## src/rtl/fcw_sweep_ctrl.sv

```systemverilog
// Linear frequency-control-word sweep generator feeding the NCO fcw_input.
// Steps from a latched start word to a stop word, holding each word for a programmable dwell.
module fcw_sweep_ctrl #(
    parameter int unsigned FCW_W   = 32,
    parameter int unsigned DWELL_W = 24
) (
    input  logic               clk,
    input  logic               rst_n,
    input  logic               start,
    input  logic               abort,
    input  logic               loop_en,
    input  logic [FCW_W-1:0]   fcw_start,
    input  logic [FCW_W-1:0]   fcw_stop,
    input  logic [FCW_W-1:0]   fcw_step,
    input  logic [DWELL_W-1:0] dwell,
    output logic [FCW_W-1:0]   fcw_out,
    output logic               fcw_valid,
    output logic               busy,
    output logic               step_tick,
    output logic               done
);

    typedef enum logic [1:0] {IDLE, DWELL, DONE} state_t;

    state_t             state, state_n;
    logic [DWELL_W-1:0] cnt, cnt_n;
    logic [DWELL_W-1:0] reload_q, reload_n;
    logic [FCW_W-1:0]   start_q, start_n;
    logic [FCW_W-1:0]   stop_q, stop_n;
    logic [FCW_W-1:0]   step_q, step_n;
    logic               loop_q, loop_n;
    logic               dir_up_q, dir_up_n;
    logic [FCW_W-1:0]   fcw_n;
    logic               valid_n, busy_n, tick_n, done_n;
    logic [FCW_W-1:0]   next_word;
    logic [FCW_W:0]     sum, diff;

    // One extra bit catches overflow/borrow so the word clamps to stop instead of wrapping.
    always_comb begin
        sum  = {1'b0, fcw_out} + {1'b0, step_q};
        diff = {1'b0, fcw_out} - {1'b0, step_q};
        if (step_q == '0) begin
            next_word = stop_q;
        end else if (dir_up_q) begin
            next_word = (sum >= {1'b0, stop_q}) ? stop_q : sum[FCW_W-1:0];
        end else begin
            next_word = (diff[FCW_W] || (diff <= {1'b0, stop_q})) ? stop_q : diff[FCW_W-1:0];
        end
    end

    always_ff @(posedge clk or negedge rst_n) begin
        if (!rst_n) begin
            state     <= IDLE;
            cnt       <= '0;
            reload_q  <= '0;
            start_q   <= '0;
            stop_q    <= '0;
            step_q    <= '0;
            loop_q    <= 1'b0;
            dir_up_q  <= 1'b0;
            fcw_out   <= '0;
            fcw_valid <= 1'b0;
            busy      <= 1'b0;
            step_tick <= 1'b0;
            done      <= 1'b0;
        end else begin
            state     <= state_n;
            cnt       <= cnt_n;
            reload_q  <= reload_n;
            start_q   <= start_n;
            stop_q    <= stop_n;
            step_q    <= step_n;
            loop_q    <= loop_n;
            dir_up_q  <= dir_up_n;
            fcw_out   <= fcw_n;
            fcw_valid <= valid_n;
            busy      <= busy_n;
            step_tick <= tick_n;
            done      <= done_n;
        end
    end

    always_comb begin
        state_n  = state;
        cnt_n    = cnt;
        reload_n = reload_q;
        start_n  = start_q;
        stop_n   = stop_q;
        step_n   = step_q;
        loop_n   = loop_q;
        dir_up_n = dir_up_q;
        fcw_n    = fcw_out;
        valid_n  = fcw_valid;
        busy_n   = busy;
        tick_n   = 1'b0;
        done_n   = 1'b0;
        case (state)
            IDLE: begin
                if (start && !abort) begin
                    start_n  = fcw_start;
                    stop_n   = fcw_stop;
                    step_n   = fcw_step;
                    loop_n   = loop_en;
                    dir_up_n = (fcw_stop >= fcw_start);
                    reload_n = (dwell == '0) ? '0 : dwell - DWELL_W'(1);
                    cnt_n    = (dwell == '0) ? '0 : dwell - DWELL_W'(1);
                    fcw_n    = fcw_start;
                    valid_n  = 1'b1;
                    busy_n   = 1'b1;
                    tick_n   = 1'b1;
                    state_n  = DWELL;
                end
            end
            DWELL: begin
                if (abort) begin
                    busy_n  = 1'b0;
                    state_n = IDLE;
                end else if (cnt != '0) begin
                    cnt_n = cnt - DWELL_W'(1);
                end else if (fcw_out == stop_q) begin
                    if (loop_q) begin
                        fcw_n  = start_q;
                        tick_n = 1'b1;
                        cnt_n  = reload_q;
                    end else begin
                        done_n  = 1'b1;
                        state_n = DONE;
                    end
                end else begin
                    fcw_n  = next_word;
                    tick_n = 1'b1;
                    cnt_n  = reload_q;
                end
            end
            DONE: begin
                busy_n  = 1'b0;
                state_n = IDLE;
            end
            default: state_n = IDLE;
        endcase
    end

endmodule

```

## config.mk

```make
export PLATFORM = sky130hd
export DESIGN_NAME = fcw_sweep_ctrl
export DESIGN_NICKNAME = d
export VERILOG_FILES = /design/src/rtl/fcw_sweep_ctrl.sv
export SDC_FILE = /design/constraint.sdc
export NUM_CORES = 1
export LEC_CHECK = 0
export CAP_MARGIN = 30
export CORE_MARGIN = 1
export CORE_UTILIZATION = 53
export CTS_CLUSTER_SIZE = 10
export DETAILED_ROUTE_END_ITERATION = 6
export GPL_TIMING_DRIVEN = 1
export HOLD_SLACK_MARGIN = 0.12
export PLACE_DENSITY_LB_ADDON = 0.2
export RECOVER_POWER = 25
export SLEW_MARGIN = 20
export SYNTH_ARGS = -nofsm -noshare
export SYNTH_HDL_FRONTEND = slang
export SYNTH_SLANG_ARGS = --single-unit
```

## constraint.sdc

```tcl
create_clock -name clk -period 4.7 [get_ports clk]
set_input_delay 1.175 -clock clk [delete_from_list [all_inputs] [get_ports clk]]
set_output_delay 1.175 -clock clk [all_outputs]
set_load 0.05 [all_outputs]
```

==> reports/qor.log, run 1 <==
[routing] total iterations of the first detailed-routing run 7
[sta] final critical path time including I/O delays and setup 4.96 ns
[global_route] global-route usage over all layers 42.2%
[cells_and_area] most used cells in the layout excluding fill and tap cells 356 x sky130_fd_sc_hd__buf_4, 233 x sky130_fd_sc_hd__nand2_1, 187 x sky130_fd_sc_hd__o21ai_0, 170 x sky130_fd_sc_hd__dfrtp_1, 159 x sky130_fd_sc_hd__clkdlybuf4s50_1
[synthesis] number of storage elements in the synthesis netlist 184
[routing] Detailed Route Iter0 Violations 2107
[floorplanning] die span in y 176 um
[critical_path] CP arrival 5.34 ns
[floorplanning] area of the core region 29800 um^2
[cells_and_area] Fillers 2247
[synthesis] Distinct cells, synth 96
[clock_tree] Clock Sinks 184
[critical_path] classification of the worst setup path reg -> reg
[floorplanning] effective utilization at floorplan 54.1%
[critical_path] endpoint class of the critical path flip-flop
[synthesis] biggest area contributors in the synthesized netlist sky130_fd_sc_hd__dfrtp_1 29%, sky130_fd_sc_hd__ha_1 13%, sky130_fd_sc_hd__o21ai_0 6.2%
[cells_and_area] filler-free cell count of the finished design 2890
[cells_and_area] multi-input gate area in the final layout 11600 um^2
[sta] Final Slew Violations 89
[sta] Final setup viols 32
[routing] Avg WL per Cell 22.9 um
[sta] final hold violations 0
[sta] Final Worst Setup Slack -0.259 ns
[clock_tree] maximum clock insertion buffer count 2
[synthesis] mean cell area of the mapped netlist 7.97 um^2
[place] number of placed instances, taps included 2827
[flow_run] max-cap violations 1
[synthesis] commonest register cell after synthesis sky130_fd_sc_hd__dfrtp_1
[sta] setup repair after global routing missed its margin yes
[synthesis] Syn Nets 2316
[synthesis] Post-synth ARST share 100%
[synthesis] Seq/Total Area, Yosys 28.5%
[sta] upper clock frequency limit 202 MHz
[cells_and_area] synthesis-to-layout area growth 39.0%
[clock_tree] source-to-sink clock delay at the later pin of the worst-skew pair 0.46 ns
[global_route] via count of the first global-routing pass 17400
[sta] fraction of the cycle the final worst path needs 106%
[floorplanning] Die ar. 31100 um^2
[outcome] result of the run finished, violations left
[cells_and_area] final net count 2779
[place] count of input and output buffers 160
[floorplanning] die width 176 um
[clock_tree] CTS buffer count 17
[critical_path] CP startpoint kind flip-flop
[clock_tree] clock tree from TritonCTS yes
[min_path] classification of the worst-slack hold path reg -> reg
[place] last weighted congestion value of the routability-driven placer 1.00
[synthesis] number of instances in the synthesized netlist 2023
[clock_tree] clock slew at the register clock pins of the worst setup and hold paths 0.08 ns
[synthesis] fraction of post-synthesis cell area in the top cell type by area 28.5%
[global_route] pin count of the biggest net entering global routing 128
[floorplanning] I/O pin count 161
[synthesis] EDFF count, synth 0
[synthesis] number of warnings printed during yosys synthesis 0
[cells_and_area] proportion of layout cells with a drive suffix above 1 24.3%
[synthesis] largest area contributor in the netlist sky130_fd_sc_hd__dfrtp_1
[cells_and_area] most common library cell in the layout ignoring fill and taps sky130_fd_sc_hd__buf_4
[clock_tree] H-tree depth reported by CTS 4
[routing] DRC violations left 1
[routing] drt via density 6.26
[sta] clock skew 0.0110 ns
[global_route] grt total ovfl 0
[critical_path] critical-path maximum fanout 5
[global_route] number of antenna violations at the first check in global routing 0
[place] placed wire-length estimate after detailed placement 51.2 mm
[sta] actual slew at the worst max-slew pin 2.40 ns
[floorplanning] number of rows in the core area 63
[critical_path] required time at the worst-slack endpoint 5.08 ns
[routing] number of antenna-violating nets in the routed design 0
[global_route] wire length of the first global-routing pass 98.9 mm
[routing] wire length after detailed routing 66.3 mm
[clock_tree] root buffer cell sky130_fd_sc_hd__clkbuf_16
[sta] worst slew margin relative to its limit -60.3%
[clock_tree] count of hold-fix buffers inserted at cts 0
[routing] routed vias 18100
[cells_and_area] sequential cell area in the final layout 4620 um^2
[outcome] violations in the final reports design-rule violations, max-capacitance violations, max-slew violations, negative setup slack
[synthesis] netlist area before placement 16100 um^2
-- logic make-up (layout without fill, tap and decap cells) --
logic type / count (synthesis) / after routing / share of synthesized area [%]
AOI/OAI and AO/OA: 639 / 639 / 25.2
xor gates and xnor gates: 118 / 118 / 6.41
adders and majority gates: 168 / 168 / 13.1
buffers and inverters: 240 / 716 / 6.00
DFF: 184 / 184 / 28.5
muxes: 22 / 22 / 1.40
other: 0 / 1 / 0
and+or+nand+nor: 652 / 652 / 19.4
-- timing repair --
item / 4_1_cts / 5_1_grt
pin swaps: 42 / 56
buffers inserted: 18 / 14
gates resized for setup: 120 / 78
setup endpoints to repair: 32 / 32
-- final cells by class --
class,count,area share (%)
Multi-Input combinational cell,1599,51.7
Sequential cell,184,20.6
Timing Repair Buffer,541,20.5
Inverter,143,2.39
Tap cell,390,2.18
Clock buffer,17,1.90
Clock inverter,15,0.736
Antenna cell,1,0.0112
-- Yosys cell counts, drive strengths merged (29+ instances only) --
cell    number
a211oi      29
a21o        32
a21oi      152
clkbuf      71
dfrtp      184
ha         166
inv        142
nand2      237
nand3       37
nand4       42
nor2       156
nor3        43
nor4        30
o21ai      220
xnor2       88
xor2        30
-- final timing paths --
| check | to | cells past startpoint | startpoint | slack (ns) |
|---|---|---|---|---|
| worst max register to register | fcw_out[23] | 20 | step_q[0] | -0.26 |
| min in group asynchronous | cnt[18] | 1 | rst_n | 1.40 |
| worst min-delay path | fcw_valid | 1 | fcw_valid | 0.47 |
| worst min register to register | fcw_valid | 1 | fcw_valid | 0.47 |
| max in group asynchronous | fcw_out[9] | 2 | rst_n | 0.90 |
| worst max-delay path | fcw_out[23] | 20 | step_q[0] | -0.26 |
-- state kept, by name, indices dropped and copies added, names as in the netlist --
name and cells:
dir_up_q 1, busy 1, step_q 32, step_tick 1, done 1, reload_q 24, fcw_out 32, loop_q 1
cnt 24, start_q 32, state 2, fcw_valid 1, stop_q 32
-- through the flow --
| step | cell area [um^2] | setup TNS, ns | utilization [%] | hold WS [ns] | setup WS [ns] |
|---|---|---|---|---|---|
| detailed placement | 20600 | -17.93 | 69.2 | 0.454 | -0.927 |
| finish | 22400 | -4.78 | 75.3 | 0.474 | -0.259 |
| CTS | 21900 | -2.55 | 73.7 | 0.475 | -0.187 |
| floorplan | 16200 | 0 | - | 0.444 | 0.00593 |
| global route | 22400 | -10.09 | 75.3 | 0.499 | -0.426 |
| global placement | 20600 | -20.48 | 69.1 | 0.448 | -0.954 |
-- worst max-delay path: stages (launching register included) --
cell and delay (ns):
sky130_fd_sc_hd__dfrtp_2 0.45, sky130_fd_sc_hd__ha_4 0.18, sky130_fd_sc_hd__fa_2 0.39, sky130_fd_sc_hd__nor2b_4 0.15, sky130_fd_sc_hd__o311ai_4 0.28, sky130_fd_sc_hd__o211ai_4 0.17
sky130_fd_sc_hd__a211oi_4 0.28, sky130_fd_sc_hd__buf_6 0.17, sky130_fd_sc_hd__o21ai_2 0.06, sky130_fd_sc_hd__a2111o_1 0.39, sky130_fd_sc_hd__a21o_1 0.21, sky130_fd_sc_hd__nand2_2 0.08
sky130_fd_sc_hd__ha_4 0.21, sky130_fd_sc_hd__a2111oi_4 0.42, sky130_fd_sc_hd__o211ai_1 0.20, sky130_fd_sc_hd__o21ai_4 0.21, sky130_fd_sc_hd__o2111a_2 0.30, sky130_fd_sc_hd__buf_6 0.13
sky130_fd_sc_hd__o21ai_4 0.08, sky130_fd_sc_hd__a311o_1 0.40, sky130_fd_sc_hd__o21ai_1 0.13
-- routing by layer --
metal  part of all wire [%]  GRT usage [%]
met1                     40           54.2
met2                     46           67.9
met3                    8.9           7.82
met4                    5.4           21.6
met5                      0              0
Power of run 1 is not shown: default switching activity piles up to over one toggle a cycle in this logic, so the estimate is an artifact.
==> inputs of run 2 (changes only) <==
--- a/config.mk
+++ b/config.mk
@@ -5,6 +5,7 @@
 export SDC_FILE = /design/constraint.sdc
 export NUM_CORES = 1
 export LEC_CHECK = 0
+export ABC_CLOCK_PERIOD_IN_PS = 4700
 export CAP_MARGIN = 30
 export CORE_MARGIN = 1
 export CORE_UTILIZATION = 53
@@ -13,7 +14,7 @@
 export GPL_TIMING_DRIVEN = 1
 export HOLD_SLACK_MARGIN = 0.12
 export PLACE_DENSITY_LB_ADDON = 0.2
-export RECOVER_POWER = 25
+export RECOVER_POWER = 50
 export SLEW_MARGIN = 20
 export SYNTH_ARGS = -nofsm -noshare
 export SYNTH_HDL_FRONTEND = slang
==> run 2 against run 1 <==
Against the previous run:
- the flow finishes with violations (max-capacitance violations, max-slew violations, negative setup slack)
- global-route usage did not move
- non-clock buffer count did not move
- fmax fell by 0.18%
- setup slack got worse by 0.0089 ns
- utilization fell by 0.071 points
- final area barely moved
==> reports/qor.log, run 2 (same netlist as run 1, synthesis figures left out) <==
[cells_and_area] most used cells in the layout excluding fill and tap cells 355 x sky130_fd_sc_hd__buf_4, 233 x sky130_fd_sc_hd__nand2_1, 187 x sky130_fd_sc_hd__o21ai_0, 170 x sky130_fd_sc_hd__dfrtp_1, 159 x sky130_fd_sc_hd__clkdlybuf4s50_1
[floorplanning] effective utilization at floorplan 54.1% [unchanged]
[routing] Detailed Route Iter0 Violations 2194 [+4.1%]
[global_route] pin count of the biggest net entering global routing 128 [unchanged]
[routing] drt via density 6.27 [+0.23%]
[sta] upper clock frequency limit 201 MHz [-0.18%]
[critical_path] critical-path maximum fanout 13 [+8]
[min_path] classification of the worst-slack hold path reg -> reg
[clock_tree] Clock Sinks 184 [unchanged]
[clock_tree] count of hold-fix buffers inserted at cts 0 [unchanged]
[critical_path] classification of the worst setup path reg -> reg
[routing] number of antenna-violating nets in the routed design 0 [unchanged]
[sta] clock skew 0.0117 ns [+0.000682 ns]
[clock_tree] source-to-sink clock delay at the later pin of the worst-skew pair 0.47 ns [about the same]
[routing] Avg WL per Cell 23.0 um [+0.18%]
[routing] DRC violations left 0 [-1]
[clock_tree] clock tree from TritonCTS yes
[cells_and_area] final net count 2779 [unchanged]
[critical_path] endpoint class of the critical path flip-flop
[global_route] grt total ovfl 0 [unchanged]
[cells_and_area] most common library cell in the layout ignoring fill and taps sky130_fd_sc_hd__buf_4
[sta] actual slew at the worst max-slew pin 2.52 ns [+0.112 ns]
[place] count of input and output buffers 160 [unchanged]
[place] last weighted congestion value of the routability-driven placer 1.00 [unchanged]
[clock_tree] maximum clock insertion buffer count 2 [unchanged]
[critical_path] CP startpoint kind flip-flop
[sta] Final Worst Setup Slack -0.268 ns [-0.00892 ns]
[place] placed wire-length estimate after detailed placement 51.2 mm [unchanged]
[cells_and_area] synthesis-to-layout area growth 38.9% [about the same]
[cells_and_area] proportion of layout cells with a drive suffix above 1 24.2% [-0.040 points]
[floorplanning] area of the core region 29800 um^2 [unchanged]
[global_route] number of antenna violations at the first check in global routing 0 [unchanged]
[routing] total iterations of the first detailed-routing run 6 [-1]
[sta] final critical path time including I/O delays and setup 4.97 ns [+0.00892 ns]
[sta] final hold violations 0 [unchanged]
[global_route] global-route usage over all layers 42.2% [unchanged]
[floorplanning] number of rows in the core area 63 [unchanged]
[sta] worst slew margin relative to its limit -67.8% [-7.5 points]
[clock_tree] root buffer cell sky130_fd_sc_hd__clkbuf_16
[routing] routed vias 18100 [+0.20%]
[flow_run] max-cap violations 3 [+2]
[sta] Final setup viols 32 [unchanged]
[floorplanning] die span in y 176 um [unchanged]
[sta] Final Slew Violations 243 [+170%]
[cells_and_area] ant diodes 0 [-1]
[outcome] result of the run finished, violations left
[global_route] via count of the first global-routing pass 17400 [unchanged]
[routing] wire length after detailed routing 66.4 mm [+0.15%]
[critical_path] required time at the worst-slack endpoint 5.09 ns [about the same]
[sta] worst hold margin 0.474 ns [-0.000177 ns]
[clock_tree] clock slew at the register clock pins of the worst setup and hold paths 0.08 ns [about the same]
[clock_tree] H-tree depth reported by CTS 4 [unchanged]
[global_route] wire length of the first global-routing pass 98.9 mm [unchanged]
[critical_path] CP arrival 5.36 ns [+0.02 ns]
[floorplanning] die width 176 um [unchanged]
[outcome] violations in the final reports max-capacitance violations, max-slew violations, negative setup slack
[sta] setup repair after global routing missed its margin yes
[floorplanning] Die ar. 31100 um^2 [unchanged]
[sta] fraction of the cycle the final worst path needs 106% [+0.19 points]
[clock_tree] CTS buffer count 17 [unchanged]
[floorplanning] I/O pin count 161 [unchanged]
[run 2: final cells by class]
cell class | instances | area [um^2]
Multi-Input combinational cell | 1599 | 11600
Fill cell | 2250 | 7390
Sequential cell | 184 | 4620
Timing Repair Buffer | 541 | 4580
Inverter | 143 | 537
Tap cell | 390 | 488
Clock buffer | 17 | 425
Clock inverter | 15 | 165
[run 2: final timing paths]
path	startpoint	endpoint	slack (ns)	cells past startpoint
min reg2reg	fcw_valid	fcw_valid	0.47	1
max	fcw_out[19]	fcw_out[23]	-0.27	20
max reg2reg	fcw_out[19]	fcw_out[23]	-0.27	20
min in group asynchronous	rst_n	cnt[18]	1.43	1
max in group asynchronous	rst_n	step_q[11]	0.81	2
min	fcw_valid	fcw_valid	0.47	1
[run 2: routing by layer]
metal	part of all wire [%]	global-route usage, %	vias to the layer above	wire, um
li1	-	-	8201	-
met1	40	54.2	8673	26400
met2	46	67.9	1020	30400
met3	8.5	7.82	227	5670
met4	5.8	21.6	0	3870
met5	0	0	-	0
[run 2: critical path: stages (launching register included)]
cell	delay (ns)
sky130_fd_sc_hd__dfrtp_1	0.49
sky130_fd_sc_hd__ha_1	0.37
sky130_fd_sc_hd__buf_12	0.16
sky130_fd_sc_hd__or2_2	0.31
sky130_fd_sc_hd__buf_4	0.15
sky130_fd_sc_hd__a21o_1	0.15
sky130_fd_sc_hd__a211oi_1	0.34
sky130_fd_sc_hd__o41ai_1	0.14
sky130_fd_sc_hd__o211a_1	0.17
sky130_fd_sc_hd__xnor2_1	0.27
sky130_fd_sc_hd__ha_1	0.33
sky130_fd_sc_hd__nand4_1	0.23
sky130_fd_sc_hd__a211oi_2	0.11
sky130_fd_sc_hd__a211oi_2	0.25
sky130_fd_sc_hd__o211ai_1	0.17
sky130_fd_sc_hd__o21ai_4	0.21
sky130_fd_sc_hd__o2111a_2	0.30
sky130_fd_sc_hd__buf_6	0.13
sky130_fd_sc_hd__o21ai_4	0.08
sky130_fd_sc_hd__a311o_1	0.40
sky130_fd_sc_hd__o21ai_1	0.13
[run 2: repair_timing]
item	in CTS	in global routing
resized for setup	120	78
hold endpoints to repair	0	0
setup endpoints to repair	32	32
setup buffers	18	14
pin swaps	42	56
[run 2: stage by stage]
stage,instances,TNS (ns),worst slack (ns),area [um^2],utilization (%)
2_1_floorplan,2023,0,0.00593,16200,-
3_3_place_gp,2826,-20.48,-0.954,20600,69.1
3_5_place_dp,2827,-17.93,-0.927,20600,69.2
4_1_cts,2877,-2.55,-0.187,21900,73.7
5_1_grt,2889,-10.09,-0.426,22400,75.2
6_report,2889,-5.02,-0.268,22400,75.2
Power of run 2 is left out for the same reason.
==> inputs of run 3 (changes only) <==
--- a/config.mk
+++ b/config.mk
@@ -5,8 +5,8 @@
 export SDC_FILE = /design/constraint.sdc
 export NUM_CORES = 1
 export LEC_CHECK = 0
-export ABC_CLOCK_PERIOD_IN_PS = 4700
-export CAP_MARGIN = 30
+export ABC_CLOCK_PERIOD_IN_PS = 4300
+export CAP_MARGIN = 20
 export CORE_MARGIN = 1
 export CORE_UTILIZATION = 53
 export CTS_CLUSTER_SIZE = 10
==> constraint.sdc (replaced) <==
create_clock -name clk -period 4.3 [get_ports clk]
set_input_delay 1.075 -clock clk [delete_from_list [all_inputs] [get_ports clk]]
set_output_delay 1.075 -clock clk [all_outputs]
set_load 0.05 [all_outputs]
==> run 3 against run 2 <==
Against the previous run:
- the flow still finishes with violations (max-capacitance violations, max-slew violations, negative setup slack)
- clock-buffer cell count increased by 1
- via count about the same
- die area unchanged
- critical path type unchanged
- critical endpoint is now fcw_out[12]
- wire length decreased by 0.83%
- setup slack got worse by 0.51 ns
==> reports/qor.log, run 3 (same netlist as run 1, synthesis figures left out) <==
[outcome] result of the run finished, violations left
[outcome] violations in the final reports max-capacitance violations, max-slew violations, negative setup slack
[sta] actual slew at the worst max-slew pin 2.37 ns [-0.150 ns]
[critical_path] CP startpoint kind flip-flop
[global_route] via count of the first global-routing pass 17500 [+0.76%]
[critical_path] endpoint class of the critical path flip-flop
[critical_path] classification of the worst setup path reg -> reg
[clock_tree] Clock Sinks 184 [unchanged]
[routing] wire length after detailed routing 65.9 mm [-0.83%]
[routing] total iterations of the first detailed-routing run 6 [unchanged]
[sta] clock skew 0.0147 ns [+0.00300 ns]
[sta] Final Slew Violations 233 [-4.1%]
[flow_run] max-cap violations 3 [unchanged]
[clock_tree] clock slew at the register clock pins of the worst setup and hold paths 0.08 ns [about the same]
[floorplanning] I/O pin count 161 [unchanged]
[sta] Final Worst Setup Slack -0.781 ns [-0.514 ns]
[place] count of input and output buffers 160 [unchanged]
[cells_and_area] most common library cell in the layout ignoring fill and taps sky130_fd_sc_hd__buf_4
[clock_tree] root buffer cell sky130_fd_sc_hd__clkbuf_16
[cells_and_area] most used cells in the layout excluding fill and tap cells 381 x sky130_fd_sc_hd__buf_4, 232 x sky130_fd_sc_hd__nand2_1, 184 x sky130_fd_sc_hd__o21ai_0, 166 x sky130_fd_sc_hd__dfrtp_1, 159 x sky130_fd_sc_hd__clkdlybuf4s50_1
[clock_tree] clock tree from TritonCTS yes
[routing] routed vias 18100 [-0.022%]
[floorplanning] effective utilization at floorplan 54.1% [unchanged]
[routing] number of antenna-violating nets in the routed design 0 [unchanged]
[clock_tree] CTS buffer count 17 [unchanged]
[floorplanning] area of the core region 29800 um^2 [unchanged]
[routing] drt via density 6.21 [-0.95%]
[sta] setup repair after global routing missed its margin yes
[global_route] number of antenna violations at the first check in global routing 1 [+1]
[global_route] pin count of the biggest net entering global routing 128 [unchanged]
[floorplanning] die span in y 176 um [unchanged]
[cells_and_area] synthesis-to-layout area growth 40.0%
[place] last weighted congestion value of the routability-driven placer 1.04 [+3.4%]
[clock_tree] H-tree depth reported by CTS 4 [unchanged]
[min_path] classification of the worst-slack hold path reg -> reg
[floorplanning] die width 176 um [unchanged]
[routing] Detailed Route Iter0 Violations 2199 [+0.23%]
[clock_tree] maximum clock insertion buffer count 2 [unchanged]
[cells_and_area] proportion of layout cells with a drive suffix above 1 25.1% [+0.82 points]
[place] area post-placement 20900 um^2 [+1.2%]
[global_route] grt total ovfl 0 [unchanged]
[critical_path] critical-path maximum fanout 6 [-7]
[sta] fraction of the cycle the final worst path needs 118% [+12 points]
[routing] DRC violations left 0 [unchanged]
[clock_tree] count of hold-fix buffers inserted at cts 0 [unchanged]
[sta] final critical path time including I/O delays and setup 5.08 ns [+0.114 ns]
[cells_and_area] final cell area excluding filler cells 22600 um^2 [+0.76%]
[critical_path] CP arrival 5.38 ns [+0.02 ns]
[cells_and_area] final net count 2806 [+0.97%]
[clock_tree] source-to-sink clock delay at the later pin of the worst-skew pair 0.47 ns [about the same]
[floorplanning] number of rows in the core area 63 [unchanged]
[sta] Final setup viols 32 [unchanged]
[place] placed wire-length estimate after detailed placement 50.9 mm [-0.50%]
[critical_path] required time at the worst-slack endpoint 4.59 ns [-0.50 ns]
[sta] worst slew margin relative to its limit -57.7% [+10 points]
[global_route] global-route usage over all layers 42.0% [-0.20 points]
[sta] final total negative setup slack -19.75 ns [-14.73 ns]
[floorplanning] Die ar. 31100 um^2 [unchanged]
[sta] final hold violations 0 [unchanged]
[sta] upper clock frequency limit 197 MHz [-2.2%]
[global_route] wire length of the first global-routing pass 98.7 mm [-0.27%]
[routing] Avg WL per Cell 22.6 um [-1.8%]
==> run 3: path summary, 6_finish.rpt <==
check | end | cells past startpoint | slack, ns | startpoint
max | fcw_out[12] | 19 | -0.78 | step_q[0]
min | start_q[30] | 2 | 0.48 | start_q[30]
max reg2reg | fcw_out[12] | 19 | -0.78 | step_q[0]
min reg2reg | start_q[30] | 2 | 0.48 | start_q[30]
max in group asynchronous | fcw_out[7] | 2 | 0.60 | rst_n
min in group asynchronous | reload_q[18] | 1 | 1.19 | rst_n
==> run 3: stage by stage <==
stage	hold slack (ns)	setup WS, ns	util [%]	cells
after floorplan	0.444	-0.264	-	2023
after global placement	0.448	-1.17	70.0	2851
after detailed placement	0.468	-1.20	70.0	2851
after CTS	0.485	-0.646	74.2	2901
after global routing	0.508	-0.834	75.8	2915
final	0.484	-0.781	75.8	2916
==> run 3: worst max-delay path: stages (launching register included) <==
cell and delay (ns):
sky130_fd_sc_hd__dfrtp_2 0.45, sky130_fd_sc_hd__ha_4 0.18, sky130_fd_sc_hd__fa_2 0.34, sky130_fd_sc_hd__nor2b_4 0.15, sky130_fd_sc_hd__o311ai_4 0.29, sky130_fd_sc_hd__o211ai_4 0.17
sky130_fd_sc_hd__a211oi_4 0.47, sky130_fd_sc_hd__o21ai_2 0.16, sky130_fd_sc_hd__xnor2_2 0.22, sky130_fd_sc_hd__ha_1 0.28, sky130_fd_sc_hd__a211oi_2 0.27, sky130_fd_sc_hd__nor2_2 0.08
sky130_fd_sc_hd__a2111oi_4 0.38, sky130_fd_sc_hd__o211ai_1 0.18, sky130_fd_sc_hd__o21ai_2 0.22, sky130_fd_sc_hd__o2111a_2 0.30, sky130_fd_sc_hd__o32a_1 0.31, sky130_fd_sc_hd__buf_6 0.18
sky130_fd_sc_hd__nand2b_4 0.12, sky130_fd_sc_hd__o211ai_1 0.17
==> run 3: routing by layer <==
metal / share of wire, % / vias up / global-route usage (%)
met5: 0 / - / 0
met4: 5.8 / 0 / 22.8
met3: 8.5 / 224 / 7.49
met2: 46 / 1003 / 67.6
met1: 40 / 8635 / 53.6
li1: - / 8255 / -
==> run 3: timing repair <==
| item | 4_1_cts | 5_1_grt |
|---|---|---|
| setup buffers | 19 | 16 |
| pin swaps | 62 | 67 |
| setup endpoints to repair | 32 | 32 |
| gates cloned | 1 | 0 |
| gates resized for setup | 105 | 69 |
==> run 3: cell type report <==
type                    instances  area (um^2)
repair buffers                568         4760
fillers                      2259         7220
diodes                          1         2.50
inverters                     143          537
multi-input cells            1599        11600
clock buffers                  18          439
clock inverters                13          131
well taps                     390          488
flip-flops and latches        184         4630
Power of run 3 is left out for the same reason.
==> variant (settings of run 3) <==
The output `step_tick` loses its register stage (`step_tick` becomes a continuous assignment).
--- a/src/rtl/fcw_sweep_ctrl.sv
+++ b/src/rtl/fcw_sweep_ctrl.sv
@@ -61,7 +61,6 @@
             fcw_out   <= '0;
             fcw_valid <= 1'b0;
             busy      <= 1'b0;
-            step_tick <= 1'b0;
             done      <= 1'b0;
         end else begin
             state     <= state_n;
@@ -75,10 +74,11 @@
             fcw_out   <= fcw_n;
             fcw_valid <= valid_n;
             busy      <= busy_n;
-            step_tick <= tick_n;
             done      <= done_n;
         end
     end
+
+    assign step_tick = tick_n;
 
     always_comb begin
         state_n  = state;
Function: changed (a bounded check fails within 4 cycles, from zero or initial values and one cycle with rst_n low).
==> variant against run 3 <==
  * The run ends with design-rule violations, max-capacitance violations, max-slew violations, negative setup slack left
  * Sequential cell count down 1
  * Synthesized area down 0.16%
  * Design area shrank 0.93%
  * Setup slack better by 0.090 ns
  * Core utilization down 0.71 points
  * Clock skew is 0.0022 ns higher
  * Maximum frequency rose by 1.8%
  * Via count decreased by 0.36%
  * Wire length shrank 1.8%
  * Critical path type unchanged
  * Largest cell class unchanged
  * Highest routed layer unchanged
Power is not shown: default switching activity piles up to over one toggle a cycle in this logic, so the estimate is an artifact.
==> variant: results (changes against run 3) <==
outcome=finished with violations; failing checks=design-rule violations, max-capacitance violations, max-slew violations, negative setup slack; share of cells above drive strength 1=24.1% (-0.98 points); via count=18100 (-0.36%); # setup viols final=32 (unchanged); initial DRC count=2071 (-5.8%); met3 usage=7.19% (-0.30 points); Crit Path Max Fanout=7 (+1); Slowest-stage cell, CP=o32a_1; hold endpoint=start_q[5]$_DFFE_PN0P_; Worst path top cell family by delay=compound AO/OA/AOI/OAI gates; number of global-route vias before repair=17400 (-0.67%); drt first pass iters=7 (+1); CP Data Arrival Time=5.33 ns (-0.05 ns); max-slew violation count=57 (-76%); Fillers=2296 (+1.6%); met1 Use GR=53.4% (-0.17 points); Setup WS pre-CTS=-1.31 ns (-0.104 ns); DRC=5 (+5); Post-DP Area=20800 µm² (-0.50%); met2 usage=67.4% (-0.28 points); number of port buffers=160 (unchanged); Final Skew=0.0169 ns (+0.00221 ns); setup TNS=-17.69 ns (+2.05 ns); Distinct cells, synth=96 (unchanged); commonest cells in the netlist=nand2_1, o21ai_0, dfrtp_1; PnR worst setup slack=-0.691 ns (+0.0900 ns); GR Util All Layers=41.7% (-0.35 points); first-pass GRT wire length=97900 µm (-0.76%); GPL Wtd Cong=1.01 (-2.4%); Seq/Total Area, Yosys=28.4% (-0.11 points); Yosys top cell area share=28.4% (-0.11 points); dominant cells by area after synthesis=dfrtp_1, ha_1, o21ai_0, nand2_1, xnor2_1; Layout Nets=2796 (-0.36%); per-cell routed wire length=22.2 µm (-1.5%); max_cap viols=1 (-2); Bufs on Longest Clock Path=2 (unchanged); Slew @ Worst Pin=3.65 ns (+1.28 ns); Hold Startpoint=start_q[5]$_DFFE_PN0P_; Critical R2R Launch=fcw_out[7]$_DFFE_PN0P_; Mapped Nets=2315 (-0.043%)
variant: kinds of logic after synthesis:
| logic type | count (synthesis) | synth area share (%) |
|---|---|---|
| adders and majority gates | 168 | 13.1 |
| DFF | 183 | 28.4 |
| xor gates and xnor gates | 118 | 6.42 |
| buffers and inverters | 240 | 6.00 |
| AOI/OAI and AO/OA | 639 | 25.2 |
| muxes | 22 | 1.41 |
| and+or+nand+nor | 652 | 19.4 |
variant: layer usage:
layer | share of wire (%) | up-vias
met3 | 8.1 | 215
li1 | - | 8237
met1 | 41 | 8651
met4 | 5.5 | 0
met5 | 0 | -
met2 | 46 | 949
variant: area by class of cell:
| cell class | count | area [µm²] | area share (%) |
|---|---|---|---|
| flip-flops and latches | 183 | 4600 | 20.6 |
| clock buffers | 19 | 433 | 1.94 |
| multi-input cells | 1599 | 11500 | 51.4 |
| repair buffers | 559 | 4680 | 20.9 |
| diodes | 1 | 2.50 | 0.0112 |
| inverters | 143 | 537 | 2.40 |
| clock inverters | 13 | 130 | 0.582 |
| well taps | 390 | 488 | 2.18 |
variant: repair_timing:
action,4_1_cts,5_1_grt
setup buffers,21,14
cloned,0,0
endpoints found under the hold margin,0,0
resized for setup,113,52
pin swaps,55,42
setup endpoints to repair,32,32
variant: per-stage QoR:
stage | cells | util, %
3_5_place_dp | 2843 | 69.7
5_1_grt | 2906 | 75.1
6_report | 2907 | 75.1
3_3_place_gp | 2843 | 69.7
2_1_floorplan | 2022 | -
4_1_cts | 2893 | 73.9
